<file path="config.mk">
export PLATFORM = sky130hd
export DESIGN_NAME = univ_shift_reg
export DESIGN_NICKNAME = d
export VERILOG_FILES = /design/src/rtl/univ_shift_reg.sv
export SDC_FILE = /design/constraint.sdc
export NUM_CORES = 1
export LEC_CHECK = 0
export CAP_MARGIN = 20
export CORE_MARGIN = 4
export CORE_UTILIZATION = 45
export CTS_BUF_LIST = sky130_fd_sc_hd__clkbuf_8
export DETAILED_ROUTE_END_ITERATION = 6
export DONT_BUFFER_PORTS = 1
export GPL_TIMING_DRIVEN = 0
export PLACE_DENSITY = 0.66
export SLEW_MARGIN = 10
export SYNTH_ARGS = -nofsm -noshare
export SYNTH_HDL_FRONTEND = slang
export SYNTH_SLANG_ARGS = --single-unit
</file>
<file path="constraint.sdc">
create_clock -name clk -period 1.78 [get_ports clk]
set_input_delay 0.356 -clock clk [delete_from_list [all_inputs] [get_ports clk]]
set_output_delay 0.356 -clock clk [all_outputs]
set_load 0.1 [all_outputs]
</file>
<file path="src/rtl/univ_shift_reg.sv">
// Universal shift register: hold/shift/rotate/load/clear plus a self-timed serialiser.
// Latency: mode ops take effect at the next edge; a serial word takes WIDTH edges after start.
// No backpressure: start and mode are ignored while busy or during the done cycle.
module univ_shift_reg #(
   parameter int WIDTH     = 4,
   parameter bit MSB_FIRST = 1'b1
) (
   input  logic             clk,
   input  logic             clr,
   input  logic [2:0]       mode,
   input  logic [WIDTH-1:0] d,
   input  logic             sin,
   input  logic             start,
   output logic [WIDTH-1:0] q,
   output logic             sout,
   output logic             busy,
   output logic             done
);

   localparam int CW = $clog2(WIDTH + 1);

   typedef enum logic [1:0] {IDLE, XFER, DONE} state_t;

   state_t           state, state_nxt;
   logic [CW-1:0]    cnt, cnt_nxt;
   logic [WIDTH-1:0] q_nxt;
   logic             sout_nxt, busy_nxt, done_nxt;

   always_ff @(posedge clk) begin
      if (!clr) begin
         state <= IDLE;
         cnt   <= '0;
         q     <= '0;
         sout  <= 1'b0;
         busy  <= 1'b0;
         done  <= 1'b0;
      end else begin
         state <= state_nxt;
         cnt   <= cnt_nxt;
         q     <= q_nxt;
         sout  <= sout_nxt;
         busy  <= busy_nxt;
         done  <= done_nxt;
      end
   end

   always_comb begin
      state_nxt = state;
      cnt_nxt   = cnt;
      q_nxt     = q;
      sout_nxt  = sout;
      busy_nxt  = busy;
      done_nxt  = 1'b0;
      case (state)
         IDLE: begin
            if (start) begin
               q_nxt     = d;
               cnt_nxt   = '0;
               busy_nxt  = 1'b1;
               state_nxt = XFER;
            end else begin
               case (mode)
                  3'b001: begin
                     q_nxt    = {sin, q[WIDTH-1:1]};
                     sout_nxt = q[0];
                  end
                  3'b010: begin
                     q_nxt    = {q[WIDTH-2:0], sin};
                     sout_nxt = q[WIDTH-1];
                  end
                  3'b011: q_nxt = d;
                  3'b100: begin
                     q_nxt    = {q[0], q[WIDTH-1:1]};
                     sout_nxt = q[0];
                  end
                  3'b101: begin
                     q_nxt    = {q[WIDTH-2:0], q[WIDTH-1]};
                     sout_nxt = q[WIDTH-1];
                  end
                  3'b110: q_nxt = '0;
                  default: q_nxt = q;
               endcase
            end
         end
         XFER: begin
            if (MSB_FIRST) begin
               q_nxt    = {q[WIDTH-2:0], sin};
               sout_nxt = q[WIDTH-1];
            end else begin
               q_nxt    = {sin, q[WIDTH-1:1]};
               sout_nxt = q[0];
            end
            cnt_nxt = cnt + CW'(1);
            // This edge moves the last bit out, so the counter reaches WIDTH here.
            if (cnt == CW'(WIDTH - 1)) begin
               state_nxt = DONE;
               busy_nxt  = 1'b0;
               done_nxt  = 1'b1;
            end
         end
         DONE:    state_nxt = IDLE;
         default: state_nxt = IDLE;
      endcase
   end

endmodule

</file>
==> impl_metrics.py <==
metrics = {
    "outcome": {
        "outcome": "completed",
    },
    "min_path": {
        "hp-class": "in2reg",
        "worstHoldPathCells": 1,
    },
    "clocking": {
        "cts_setup_buffers": 0,
        "cts_root_buf": "clkbuf_8",
        "cts_tree": "yes",
        "cts_hold_buf": 0,
        "cts_buffer_depth": 2,
        "clock-sinks": 12,
        "post_cts_resized": 3,
        "clock_latency_ns": 0.24,
        "htreeDepth": 1,
        "numCtsBuffers": 3,
        "path_clk_slew_ns": 0.05,
    },
    "critical_path": {
        "slowest_stage": "dfxtp_2",
        "cp_cell_sequence": "nor3b_1 -> a211o_1 -> o31ai_1 -> a32o_1",
        "path_class": "reg2reg",
        "worstPathRequired_ns": 1.95,
        "slowest_delay_ns": 0.73,
        "cp.arrival_ns": 1.78,
        "r2r_cells": 4,
        "start_kind": "register",
        "path_max_fanout": 7,
        "critPathCaptureType": "register",
    },
    "floorplan": {
        "die_h_um": 52.78,
        "fp-row-count": 15,
        "initial_core_util": 0.4955,
        "die_area_um2": 2785,
        "io_pins": 18,
        "core_area_um2": 1821,
        "dieWidth_um": 52.78,
    },
    "synth": {
        "synth_cell_types": 41,
        "synth.area.mux_share": 0.02358,
        "synth_cells": 110,
        "synth_area_per_cell_um2": 8.201,
        "synthSimpleGateAreaFrac": 0.2483,
        "synth_top_family_by_area": "compound AO/OA/AOI/OAI gates",
        "yosys.area_share.adder": 0.02774,
        "yosys_warnings": 0,
        "synth_fp_nets": 123,
        "synth_seq_cells": 12,
        "synth-compound-area-share": 0.3190,
        "seq_area_frac_synth": 0.2663,
        "synth_xor_area_frac": 0,
        "syn_area_um2": 902.1,
    },
    "run": {
        "maxCapViolCount": 0,
    },
    "grt": {
        "grt_start_max_net_pins": 11,
        "grt_usage": 0.1897,
        "antenna_found_initial": 0,
        "first_global_vias": 839,
        "grt-ovfl-total": 0,
        "grt_pass1_wl_mm": 3.912,
    },
    "sta": {
        "finClkSkew_ns": 0.006954,
        "hold_slack_ns": 0.2439,
        "slew_headroom": 0.3481,
        "rsz0062_at_grt": "false",
        "final_hold_viol_count": 0,
        "period_share": 0.9028,
        "setup_ws_ns": 0.1731,
        "fmax_mhz": 622.3,
        "report.final.slew_viol_count": 0,
        "worst_slew_pin_slew_ns": 0.9765,
        "setup_viol": 0,
        "period_needed_ns": 1.607,
        "final.setup.tns_ns": 0,
    },
    "placed_design": {
        "dp.cells": 135,
        "place_area_um2": 934.6,
        "dp_slack_ns": -0.1508,
        "place.gp.congestion": 0.8316,
        "hpwl_mm": 1.673,
        "portBuffers": 0,
    },
    "drt": {
        "vias": 862,
        "drtAntennaViolNets": 0,
        "drc": 0,
        "via_per_inst": 6.246,
        "wl_mm": 2.252,
        "wl_per_cell_um": 16.32,
        "dr.pass1.iters": 4,
        "drt_iter0_drc": 31,
    },
    "final_layout": {
        "fin_area_um2": 979.7,
        "area_growth_syn_to_layout_pct": 8.599,
        "drive_above_1_share": 0.1681,
        "stdcell_count": 138,
        "antenna_cells": 0,
        "layout.nets": 128,
    },
    "power": {
        "irDropWorstVdd_v": 0.0004771,
        "power_density_nw_per_um2": 819.3,
        "power.leakage_uw": 0.0003649,
    },
}
placed cells by master (no fill, tap or decap), drive strengths merged, types with 4 or more instances in the layout:
| master | Yosys | layout |
|---|---|---|
| o21ai | 10 | 10 |
| clkbuf | 5 | 8 |
| nand2 | 5 | 5 |
| inv | 5 | 5 |
| dfxtp | 12 | 12 |
| a21oi | 12 | 12 |
| nor3 | 6 | 6 |
| nor2 | 5 | 5 |
| nand2b | 4 | 4 |
synth_stat cells, drive strengths merged:
cell type  instances  area [um2]
o2111ai            1       8.760
o31ai              2       15.01
nor3b              1       7.510
a32o               3       30.03
a2111oi            1       8.760
nor2               5       18.77
a211oi             1       7.510
nor3               6       30.03
buf                3       26.27
and3b              1       8.760
or3                1       6.260
nor2b              3       18.77
a32oi              1       8.760
o22ai              3       18.77
or3b               1       8.760
a21oi             12       60.06
o21ai             10       50.05
a311oi             2       17.52
mux2               1       11.26
mux2i              1       10.01
a221o              1       11.26
nand3b             3       22.52
inv                5       18.77
and2b              2       17.52
dfxtp             12       240.2
ha                 2       25.02
o21a               2       15.01
a22o               1       8.760
nand2              5       18.77
nand3              2       10.01
nand4bb            1       11.26
o41ai              1       8.760
a222oi             1       10.01
and3               2       13.77
clkbuf             5       58.80
a211o              1       8.760
nand2b             4       25.02
and2               1       6.260
cell type report:
type                       count  area, um2
buffer                         8      85.08
clock buffer                   3      41.29
fill                         189      840.8
inverter                       5      18.77
multi-input combinational     85      558.0
sequential                    12      245.2
tap                           25      31.28
stage by stage:
step	power (uW)	utilization
4_1_cts	805.4	0.5381
3_3_place_gp	559.1	0.5134
2_1_floorplan	528.8	-
6_report	802.6	0.5381
3_5_place_dp	561.5	0.5134
5_1_grt	845.8	0.5381
sequential cells by signal, summed over array words and instances, names as in the netlist:
name	cells
state	2
q	4
busy	1
sout	1
cnt	3
done	1
final timing paths:
path                            slack [ns]  startpoint      to
worst max-delay path                  0.17        q[2]    q[3]
worst min register to register        0.47      cnt[0]  cnt[0]
worst max register to register        0.17        q[2]    q[3]
worst min-delay path                  0.24         clr  cnt[2]
worst max-delay path: cells and delay by family (launching register included):
family	cells	cell delay, ns
compound gates	3	0.67
flops	1	0.73
simple gates	1	0.13
where the power goes:
group / internal (uW) / switching [uW] / leakage [uW]
logic: 68.9 / 70.5 / 0.000243
registers: 290 / 130 / 0.000100
clock network: 149 / 93.8 / 0.0000216
logic make-up after synthesis:
| kind of cell | after synthesis |
|---|---|
| AOI/OAI and AO/OA | 43 |
| and+or+nand+nor | 38 |
| buffers and inverters | 13 |
| DFF | 12 |
| muxes | 2 |
| adders and majority gates | 2 |
metal layers:
| metal | up-vias | wire, um | track usage |
|---|---|---|---|
| met2 | 47 | 986 | 0.2893 |
| met4 | 0 | 7 | 0.02553 |
| met1 | 388 | 985 | 0.2530 |
| li1 | 425 | - | - |
| met3 | 2 | 273 | 0.07977 |
| met5 | - | 0 | 0 |
(Power assumes the default switching activity.)
